==> config.mk <==
export PLATFORM = sky130hd
export DESIGN_NAME = clause_dispatch_fifo
export DESIGN_NICKNAME = d
export VERILOG_FILES = /design/src/rtl/clause_dispatch_fifo_pkg.sv /design/src/rtl/cdf_ptr_ctrl.sv /design/src/rtl/clause_dispatch_fifo.sv
export SDC_FILE = /design/constraint.sdc
export NUM_CORES = 1
export LEC_CHECK = 0
export CORE_UTILIZATION = 37
export CTS_BUF_LIST = sky130_fd_sc_hd__clkbuf_2 sky130_fd_sc_hd__clkbuf_4 sky130_fd_sc_hd__clkbuf_8
export DETAILED_ROUTE_END_ITERATION = 8
export GPL_TIMING_DRIVEN = 0
export PLACE_DENSITY = 0.59
export SLEW_MARGIN = 10
export SYNTH_ARGS = -nofsm -noshare
export SYNTH_HDL_FRONTEND = slang
export SYNTH_SLANG_ARGS = --single-unit
==> constraint.sdc <==
create_clock -name clock -period 15.7 [get_ports clock]
set_input_delay 3.925 -clock clock [delete_from_list [all_inputs] [get_ports clock]]
set_output_delay 3.925 -clock clock [all_outputs]
set_load 0.05 [all_outputs]
==> src/rtl/clause_dispatch_fifo_pkg.sv <==
// rtl/clause_dispatch_fifo_pkg.sv - shared SAT types and sizing for the clause dispatch FIFO
// Contents: NUM_ENGINE (clause lanes per cycle), NUM_CLAUSE (clause entries),
// lit_t (one literal), cla_t (one clause as a pair of literals).
package clause_dispatch_fifo_pkg;

    localparam int NUM_ENGINE = 4;
    localparam int NUM_CLAUSE = 8;

    typedef logic [7:0] lit_t;

    typedef struct packed {
        lit_t lit_a;
        lit_t lit_b;
    } cla_t;

endpackage

==> src/rtl/cdf_ptr_ctrl.sv <==
// rtl/cdf_ptr_ctrl.sv - head/tail/count bookkeeping for the clause dispatch FIFO
// Ports: clock/reset_n; start_in, load_fire_in, recycle_en_in, flush_in, clause_taken_in (requests);
// head_idx_out/tail_idx_out (array indices), count_out, full_out, empty_out, start_q_out,
// avail_out, eff_taken_out, err_out (status for the top-level array and lanes).
module cdf_ptr_ctrl
    import clause_dispatch_fifo_pkg::*;
#(
    parameter int NUM_ENG = NUM_ENGINE,
    parameter int DEPTH   = NUM_CLAUSE,
    localparam int AW     = $clog2(DEPTH),
    localparam int PW     = AW + 1,
    localparam int EW     = $clog2(NUM_ENG) + 1
) (
    input  logic          clock,
    input  logic          reset_n,
    input  logic          start_in,
    input  logic          load_fire_in,
    input  logic          recycle_en_in,
    input  logic          flush_in,
    input  logic [EW-1:0] clause_taken_in,
    output logic [AW-1:0] head_idx_out,
    output logic [AW-1:0] tail_idx_out,
    output logic [PW-1:0] count_out,
    output logic          full_out,
    output logic          empty_out,
    output logic          start_q_out,
    output logic [EW-1:0] avail_out,
    output logic [EW-1:0] eff_taken_out,
    output logic          err_out
);

    logic [PW-1:0] head_q, head_d;
    logic [PW-1:0] tail_q, tail_d;
    logic          start_q, start_d;
    logic          err_q, err_d;
    logic [PW-1:0] count;
    logic [EW-1:0] avail;
    logic [EW-1:0] eff_taken;

    // Pointers carry one extra wrap bit, so the difference is the occupancy
    // even after either pointer has wrapped.
    assign count = tail_q - head_q;

    always_comb begin
        avail = '0;
        if (start_q) begin
            if (count >= PW'(NUM_ENG)) avail = EW'(NUM_ENG);
            else                       avail = EW'(count);
        end
        // With no open round avail is 0, so the take collapses to 0 here too.
        eff_taken = (clause_taken_in > avail) ? avail : clause_taken_in;

        start_d = start_in;
        err_d   = err_q | (start_q && (clause_taken_in > avail));

        if (flush_in) begin
            head_d = '0;
            tail_d = '0;
        end else begin
            head_d = head_q + PW'(eff_taken);
            // Recycled clauses are rewritten at tail, so tail follows head.
            tail_d = tail_q + PW'(load_fire_in) + (recycle_en_in ? PW'(eff_taken) : '0);
        end
    end

    always_ff @(posedge clock) begin
        if (!reset_n) begin
            head_q  <= '0;
            tail_q  <= '0;
            start_q <= 1'b0;
            err_q   <= 1'b0;
        end else begin
            head_q  <= head_d;
            tail_q  <= tail_d;
            start_q <= start_d;
            err_q   <= err_d;
        end
    end

    assign head_idx_out  = head_q[AW-1:0];
    assign tail_idx_out  = tail_q[AW-1:0];
    assign count_out     = count;
    assign full_out      = (head_q[AW-1:0] == tail_q[AW-1:0]) && (head_q[AW] != tail_q[AW]);
    assign empty_out     = start_q && (head_q == tail_q);
    assign start_q_out   = start_q;
    assign avail_out     = avail;
    assign eff_taken_out = eff_taken;
    assign err_out       = err_q;

endmodule

==> src/rtl/clause_dispatch_fifo.sv <==
// rtl/clause_dispatch_fifo.sv - circular clause buffer presenting NUM_ENG head clauses per cycle
// Ports: clock/reset_n; load_valid_in/load_ready_out/clause_in (enqueue); recycle_en_in, flush_in,
// start_in (mode/round control); chosen_uc_in/_valid_in and chosen_uc_out/_valid_out (round literal);
// clause_out/clause_avail_out/clause_taken_in (dispatch lanes); count_out, empty_out, full_out, err_out.
module clause_dispatch_fifo
    import clause_dispatch_fifo_pkg::*;
#(
    parameter int NUM_ENG = NUM_ENGINE,
    parameter int DEPTH   = NUM_CLAUSE,
    localparam int AW     = $clog2(DEPTH),
    localparam int PW     = AW + 1,
    localparam int EW     = $clog2(NUM_ENG) + 1
) (
    input  logic                clock,
    input  logic                reset_n,
    input  logic                load_valid_in,
    output logic                load_ready_out,
    input  cla_t                clause_in,
    input  logic                recycle_en_in,
    input  logic                flush_in,
    input  logic                start_in,
    input  lit_t                chosen_uc_in,
    input  logic                chosen_uc_valid_in,
    output cla_t [NUM_ENG-1:0]  clause_out,
    output logic [EW-1:0]       clause_avail_out,
    input  logic [EW-1:0]       clause_taken_in,
    output lit_t                chosen_uc_out,
    output logic                chosen_uc_valid_out,
    output logic [PW-1:0]       count_out,
    output logic                empty_out,
    output logic                full_out,
    output logic                err_out
);

    logic [AW-1:0] head_idx, tail_idx;
    logic          full, start_q, load_fire;
    logic [EW-1:0] avail, eff_taken;
    lit_t          uc_q, uc_d;
    cla_t          mem_q [DEPTH];
    cla_t          mem_d [DEPTH];
    logic [AW-1:0] ridx, widx;

    assign load_ready_out = !full && !recycle_en_in && !flush_in;
    assign load_fire      = load_valid_in && load_ready_out;

    cdf_ptr_ctrl #(.NUM_ENG(NUM_ENG), .DEPTH(DEPTH)) u_ptr (
        .clock           (clock),
        .reset_n         (reset_n),
        .start_in        (start_in),
        .load_fire_in    (load_fire),
        .recycle_en_in   (recycle_en_in),
        .flush_in        (flush_in),
        .clause_taken_in (clause_taken_in),
        .head_idx_out    (head_idx),
        .tail_idx_out    (tail_idx),
        .count_out       (count_out),
        .full_out        (full),
        .empty_out       (empty_out),
        .start_q_out     (start_q),
        .avail_out       (avail),
        .eff_taken_out   (eff_taken),
        .err_out         (err_out)
    );

    // Lane i shows the i-th clause from head; unused lanes are forced to 0.
    always_comb begin
        ridx = '0;
        for (int i = 0; i < NUM_ENG; i++) begin
            ridx          = head_idx + AW'(i);
            clause_out[i] = (EW'(i) < avail) ? mem_q[ridx] : '0;
        end
    end

    always_comb begin
        mem_d = mem_q;
        widx  = '0;
        if (!flush_in) begin
            // Loads and recycling are exclusive because load_ready drops in recycle mode.
            if (load_fire) mem_d[tail_idx] = clause_in;
            if (recycle_en_in) begin
                for (int i = 0; i < NUM_ENG; i++) begin
                    widx = tail_idx + AW'(i);
                    if (EW'(i) < eff_taken) mem_d[widx] = clause_out[i];
                end
            end
        end
        uc_d = chosen_uc_valid_in ? chosen_uc_in : uc_q;
    end

    // Array contents are don't-care after reset, so the storage has no reset.
    always_ff @(posedge clock) begin
        mem_q <= mem_d;
    end

    always_ff @(posedge clock) begin
        if (!reset_n) uc_q <= '0;
        else          uc_q <= uc_d;
    end

    assign clause_avail_out    = avail;
    assign chosen_uc_out       = start_q ? uc_q : '0;
    assign chosen_uc_valid_out = start_q;
    assign full_out            = full;

endmodule
* Yosys cells after proc, flatten, opt, wreduce, memory -nomap -nowiden
Cells that the tools add are included.
W data, S select, Z words.
** Word-level totals
- Output and inout bits :: 84
- Bits in registers :: 146
- Input port bits :: 34
- Logic and storage cells :: 127
** Cells by class
- Bitwise gates (word level) :: 10
- Magnitude comparators :: 22
- Reduce and logical (&&, ||, !) cells :: 14
- Multiplexer cells :: 47
- Equality and inequality tests :: 3
- Add/sub/neg operators :: 10
** Operators by type and width (count)
- $mux W128 :: 13
- $bwmux W128 :: 5
- $mux W16 :: 16
- $bmux W16 S3 :: 4
- $demux W16 S3 :: 4
- $ge A4 B4 Y1 const B :: 8
- $not A3 Y4 :: 8
- $lt A4 B1 Y1 const B :: 4
- $add A3 B2 Y3 const B :: 4
- $lt A1 B3 Y1 const A :: 4
- $lt A2 B3 Y1 const A :: 4
- $mux W3 :: 4
- $logic_and A1 B1 Y1 :: 10
- $mux W8 :: 1
- $add A3 B1 Y3 const B :: 2
- $add A4 B1 Y4 :: 1
- $add A4 B3 Y4 :: 1
- $add A4 B4 Y4 :: 1
- $eq A4 B4 Y1 :: 1
- $ge A4 B3 Y1 const B :: 1
- $sub A4 B4 Y4 :: 1
- $eq A3 B3 Y1 :: 1
- $gt A3 B3 Y1 :: 1
- $logic_not A1 Y1 :: 3
- other kinds (4) :: 4

* Depth between registers and ports, before layout
Gate-level depths: netlist (run 1).
- Word-level depth :: 23
- Mapped depth :: 23
- Mapped depth without buffers :: 19

* Cells and area by module
From an unflattened synthesis (run 1), not the netlist that was laid out.
** Second synthesis, totals
- Cell total of the unflattened synthesis :: 1872
- Area, all modules :: 17002.6 µm²
** By module, submodules not included
- clause_dispatch_fifo :: sequential area each 4003.8 µm², area an instance 16100.4 µm², instances 1, cells each 1774
- cdf_ptr_ctrl :: sequential area each 200.2 µm², area an instance 902.1 µm², instances 1, cells each 98

* Worst setup path after synthesis (run 1)
No wires, ideal clock.
- Path kind :: input to output
- From :: input port recycle_en_in
- To :: output port load_ready_out
- Path buffers :: 3
- Data required time :: 11.775 ns
- Path slack :: 6.186 ns
- Stages on the path :: 4
- Data arrival time :: 5.589 ns
- Cell sequence :: clkbuf_1 clkbuf_1 clkbuf_1 nor3_1
** On the way
- Longest elaborated chain between the ends :: 3
** RTL lines
- start, declared :: RTL line clause_dispatch_fifo.sv:19 : input logic recycle_en_in,
- $logic_not A1 Y1 :: RTL line clause_dispatch_fifo.sv:43 : assign load_ready_out = !full && !recycle_en_in && !flush_in;
- $logic_and A1 B1 Y1 (2 in series) :: RTL line clause_dispatch_fifo.sv:43
- end, declared :: RTL line clause_dispatch_fifo.sv:17 : output logic load_ready_out,
No other way between the ends.

==> results of run 1 <==
[area by class of cell]
| type | count | area (um2) |
|---|---|---|
| multi-input combinational | 1653 | 12700 |
| fill | 4991 | 28300 |
| tap | 664 | 831 |
| sequential | 146 | 4200 |
| clock inverter | 13 | 126 |
| antenna | 1 | 2.50 |
| buffer | 275 | 1170 |
| clock buffer | 19 | 249 |
| inverter | 63 | 244 |
| timing repair buffer | 100 | 1020 |
[synthesized netlist by cell type (15+ instances only)]
master    number
o32ai_1      127
mux2i_1      158
ha_1          15
o21ai_0      139
a21boi_0      15
edfxtp_1     128
a31oi_1      256
and2_1        15
nand2_1      113
o21ai_1      137
o31ai_1      127
clkbuf_1     173
dfxtp_1       18
mux2_2        20
inv_1         43
mux4_2       122
buf_2         84
clkinv_1      17
nand3_1      153
nor2_1       161
[report_power, final]
part	internal, W	switching (W)	leakage, nW
Combinational	0.000346	0.000761	5.57
Clock	0.000131	0.000209	0.189
Sequential	0.000481	0.0000957	1.43
[logic make-up after synthesis]
kind of cell	synth area share [%]
fa+ha+maj	1.46
compound gates	29.5
xor+xnor	0.712
flops	23.0
mux	24.9
buf+inv	7.72
simple gates	12.7
[worst max path at each step]
stage	cells after the start	start	endpoint	slack [ns]
6_report	12	u_ptr.head_q[0]	clause_out[56]	3.97
4_1_cts	12	u_ptr.head_q[0]	clause_out[56]	4.36
3_3_place_gp	10	flush_in	mem_q[71]	3.71
2_1_floorplan	4	recycle_en_in	load_ready_out	6.19
3_5_place_dp	12	u_ptr.head_q[0]	clause_out[56]	5.00
5_1_grt	11	u_ptr.head_q[1]	clause_out[56]	4.03
[critical path, cell delays in order (launching register included)]
cell	delay, ns
dfxtp_1	0.36
clkbuf_1	0.15
inv_2	0.24
buf_2	0.48
buf_2	0.48
clkbuf_1	0.76
ha_1	0.25
clkbuf_1	0.36
buf_1	0.95
buf_1	0.90
mux2i_1	0.17
nor2_1	1.09
clkdlybuf4s50_1	1.00
[metrics by stage]
| stage | area (um2) | hold slack [ns] |
|---|---|---|
| after floorplan | 18300 | 0.474 |
| after global placement | 20100 | 0.456 |
| after detailed placement | 20100 | 0.465 |
| after CTS | 20500 | 0.475 |
| after global routing | 20500 | 0.516 |
| final | 20500 | 0.468 |
[state kept, by name, indices dropped and copies added, names as in the netlist]
signal and flops:
uc_q 8, u_ptr.head_q 4, u_ptr.err_out 1, mem_q 128
u_ptr.start_q_out 1, u_ptr.tail_q 4
[cells in the final DEF (no fill, tap or decap), drive strengths merged, types with 2 or more instances in the layout]
cell / netlist / final
o21ai: 276 / 276
a31oi: 256 / 256
clkbuf: 173 / 192
nor2: 167 / 167
mux2i: 158 / 158
nand3: 153 / 153
edfxtp: 128 / 128
o32ai: 128 / 128
o31ai: 127 / 127
mux4: 122 / 122
nand2: 114 / 114
buf: 102 / 103
clkdlybuf4s50: 0 / 99
inv: 46 / 51
clkinv: 17 / 23
mux2: 20 / 20
dfxtp: 18 / 18
a21boi: 15 / 15
and2: 15 / 15
ha: 15 / 15
nor2b: 12 / 12
nor3: 10 / 10
or2: 9 / 9
xnor2: 7 / 7
xor2: 7 / 7
or3: 4 / 4
nor4: 4 / 4
fa: 4 / 4
a21oi: 3 / 3
a21o: 3 / 3
o2111a: 3 / 3
and3: 3 / 3
a22oi: 2 / 2
o311a: 2 / 2
o211ai: 2 / 2
[metal layers]
| layer | up-vias | global-route usage (%) | part of all wire, % |
|---|---|---|---|
| li1 | 8744 | - | - |
| met1 | 10365 | 52.2 | 37 |
| met2 | 1948 | 66.2 | 44 |
| met3 | 390 | 15.7 | 14 |
| met4 | 0 | 22.7 | 5.3 |
| met5 | - | 0 | 0 |
==> out/qor.yml, run 1 <==
drt:
  wire_per_inst_um: 37.4
  drt_iter0_markers: 3180
  drc: 0
  routed_wl_um: 110000
  ant_nets: 0
  first_pass_iters: 9
  vias: 21447
  viasPerCell: 7.31
clock_network:
  cts_resized: 0
  cts_tree: "done"
  cts_buffers: 17
  cts_setup_buffers: 0
  cts.sinks: 146
  clockBufferDepth: 2
  hold_buffers: 0
  clk_pin_slew_ns: 0.08
  cts_max_level: 4
  clock-root-buffer: "clkbuf_8"
  insertion_delay_ns: 0.62
placement:
  place.gp.congestion: 1.06
  placed_cells: 2901
  place_ws_ns: 5.00
  port_buffers: 99
  hpwlAfterDp_um: 85200
power_and_ir_drop:
  powerDensity_nw_per_um2: 98.7
  power_w: 0.00202
  ir_drop_uv: 79.6
  p_leak_nw: 7.18
sta:
  maxSlewHeadroom_pct: 5.37
  fin_crit_sh_pct: 74.7
  setup_tns_ns: 0
  rsz0062_at_grt: "no"
  setup_violations: 0
  finalMaxSlewViolations: 0
  fin_ws_ns: 3.97
  tightest_slew_ns: 1.41
  max_freq_mhz: 85.2
  fin_skew_ns: 0.0382
  fin_crit_ns: 11.73
  hold_viol: 0
floorplanning:
  fp-row-count: 81
  die-height_um: 224
  core_region_area_um2: 48800
  ios: 118
  initial_utilization_pct: 37.4
  dieArea_um2: 50300
  die_w_um: 224
yosys:
  synth_top_flop_cell: "edfxtp_1"
  synth-seq-cells: 146
  synth_enable_flop_cells: 128
  yosysTopAreaCellShare_pct: 21.0
  synth_top_area_cell: "edfxtp_1"
  synthesis.nets: 2190
  synth.area.top_cells: "edfxtp_1 21%, mux4_2 15%, a31oi_1 8.8%, mux2i_1 8.7%, o32ai_1 6.1%"
  synth_warnings: 0
  avgSynthCellArea_um2: 8.55
  syn_inst: 2137
  synthArstFlopShare_pct: 0
  ys_seq_area_share_pct: 23.0
  netlist_area_um2: 18300
  yosysUniqueCellTypes: 59
setup_path:
  cp.arrival_ns: 7.81
  worstRegToRegCells: 21
  worst_r2r_endpoint: "mem_q[118]"
  path_class: "reg -> out"
  worstPathRequired_ns: 11.77
  r2r_slack_ns: 7.32
  path_max_fanout: 10
  r2r-start: "u_ptr.head_q[2]"
  cp-start-kind: "flop"
  cp-end-kind: "primary output"
min_path:
  min_path_cells: 2
  whs_endpoint: "u_ptr.err_out"
  worstHoldPathType: "reg -> reg"
  min_from: "u_ptr.err_out"
cells_and_area:
  fin_util_pct: 42.0
  layout.nets: 2309
  layout-drive-gt1-share_pct: 13.0
  area_growth_pct: 12.3
  final_cells: 2934
grt:
  grt_pass1_wl_um: 153000
  grt_usage_pct: 42.9
  grt_pass1_vias: 20540
  gr-total-overflow: 0
  grt_start_max_net_pins: 99
  grt_antenna_before_repair: 3
run_status:
  status: "finished clean"
flow_run:
  cap_violations: 0
No activity file was read; power rests on OpenSTA's default activity.
==> run 2: changes to the inputs <==
==> constraint.sdc (replaced) <==
create_clock -name clock -period 12.1 [get_ports clock]
set_input_delay 3.025 -clock clock [delete_from_list [all_inputs] [get_ports clock]]
set_output_delay 3.025 -clock clock [all_outputs]
set_load 0.05 [all_outputs]
==> results of run 2 <==
The final DEF is identical to that of run 1. Status: finished clean.
Among the figures that moved: setup slack after placement 5.00 ns -> 2.30 ns; setup slack after layout 3.97 ns -> 1.27 ns; register-to-register setup slack 7.32 ns -> 3.72 ns; total power 0.00202 W -> 0.00263 W; worst IR drop on VDD 79.6 uV -> 103 uV
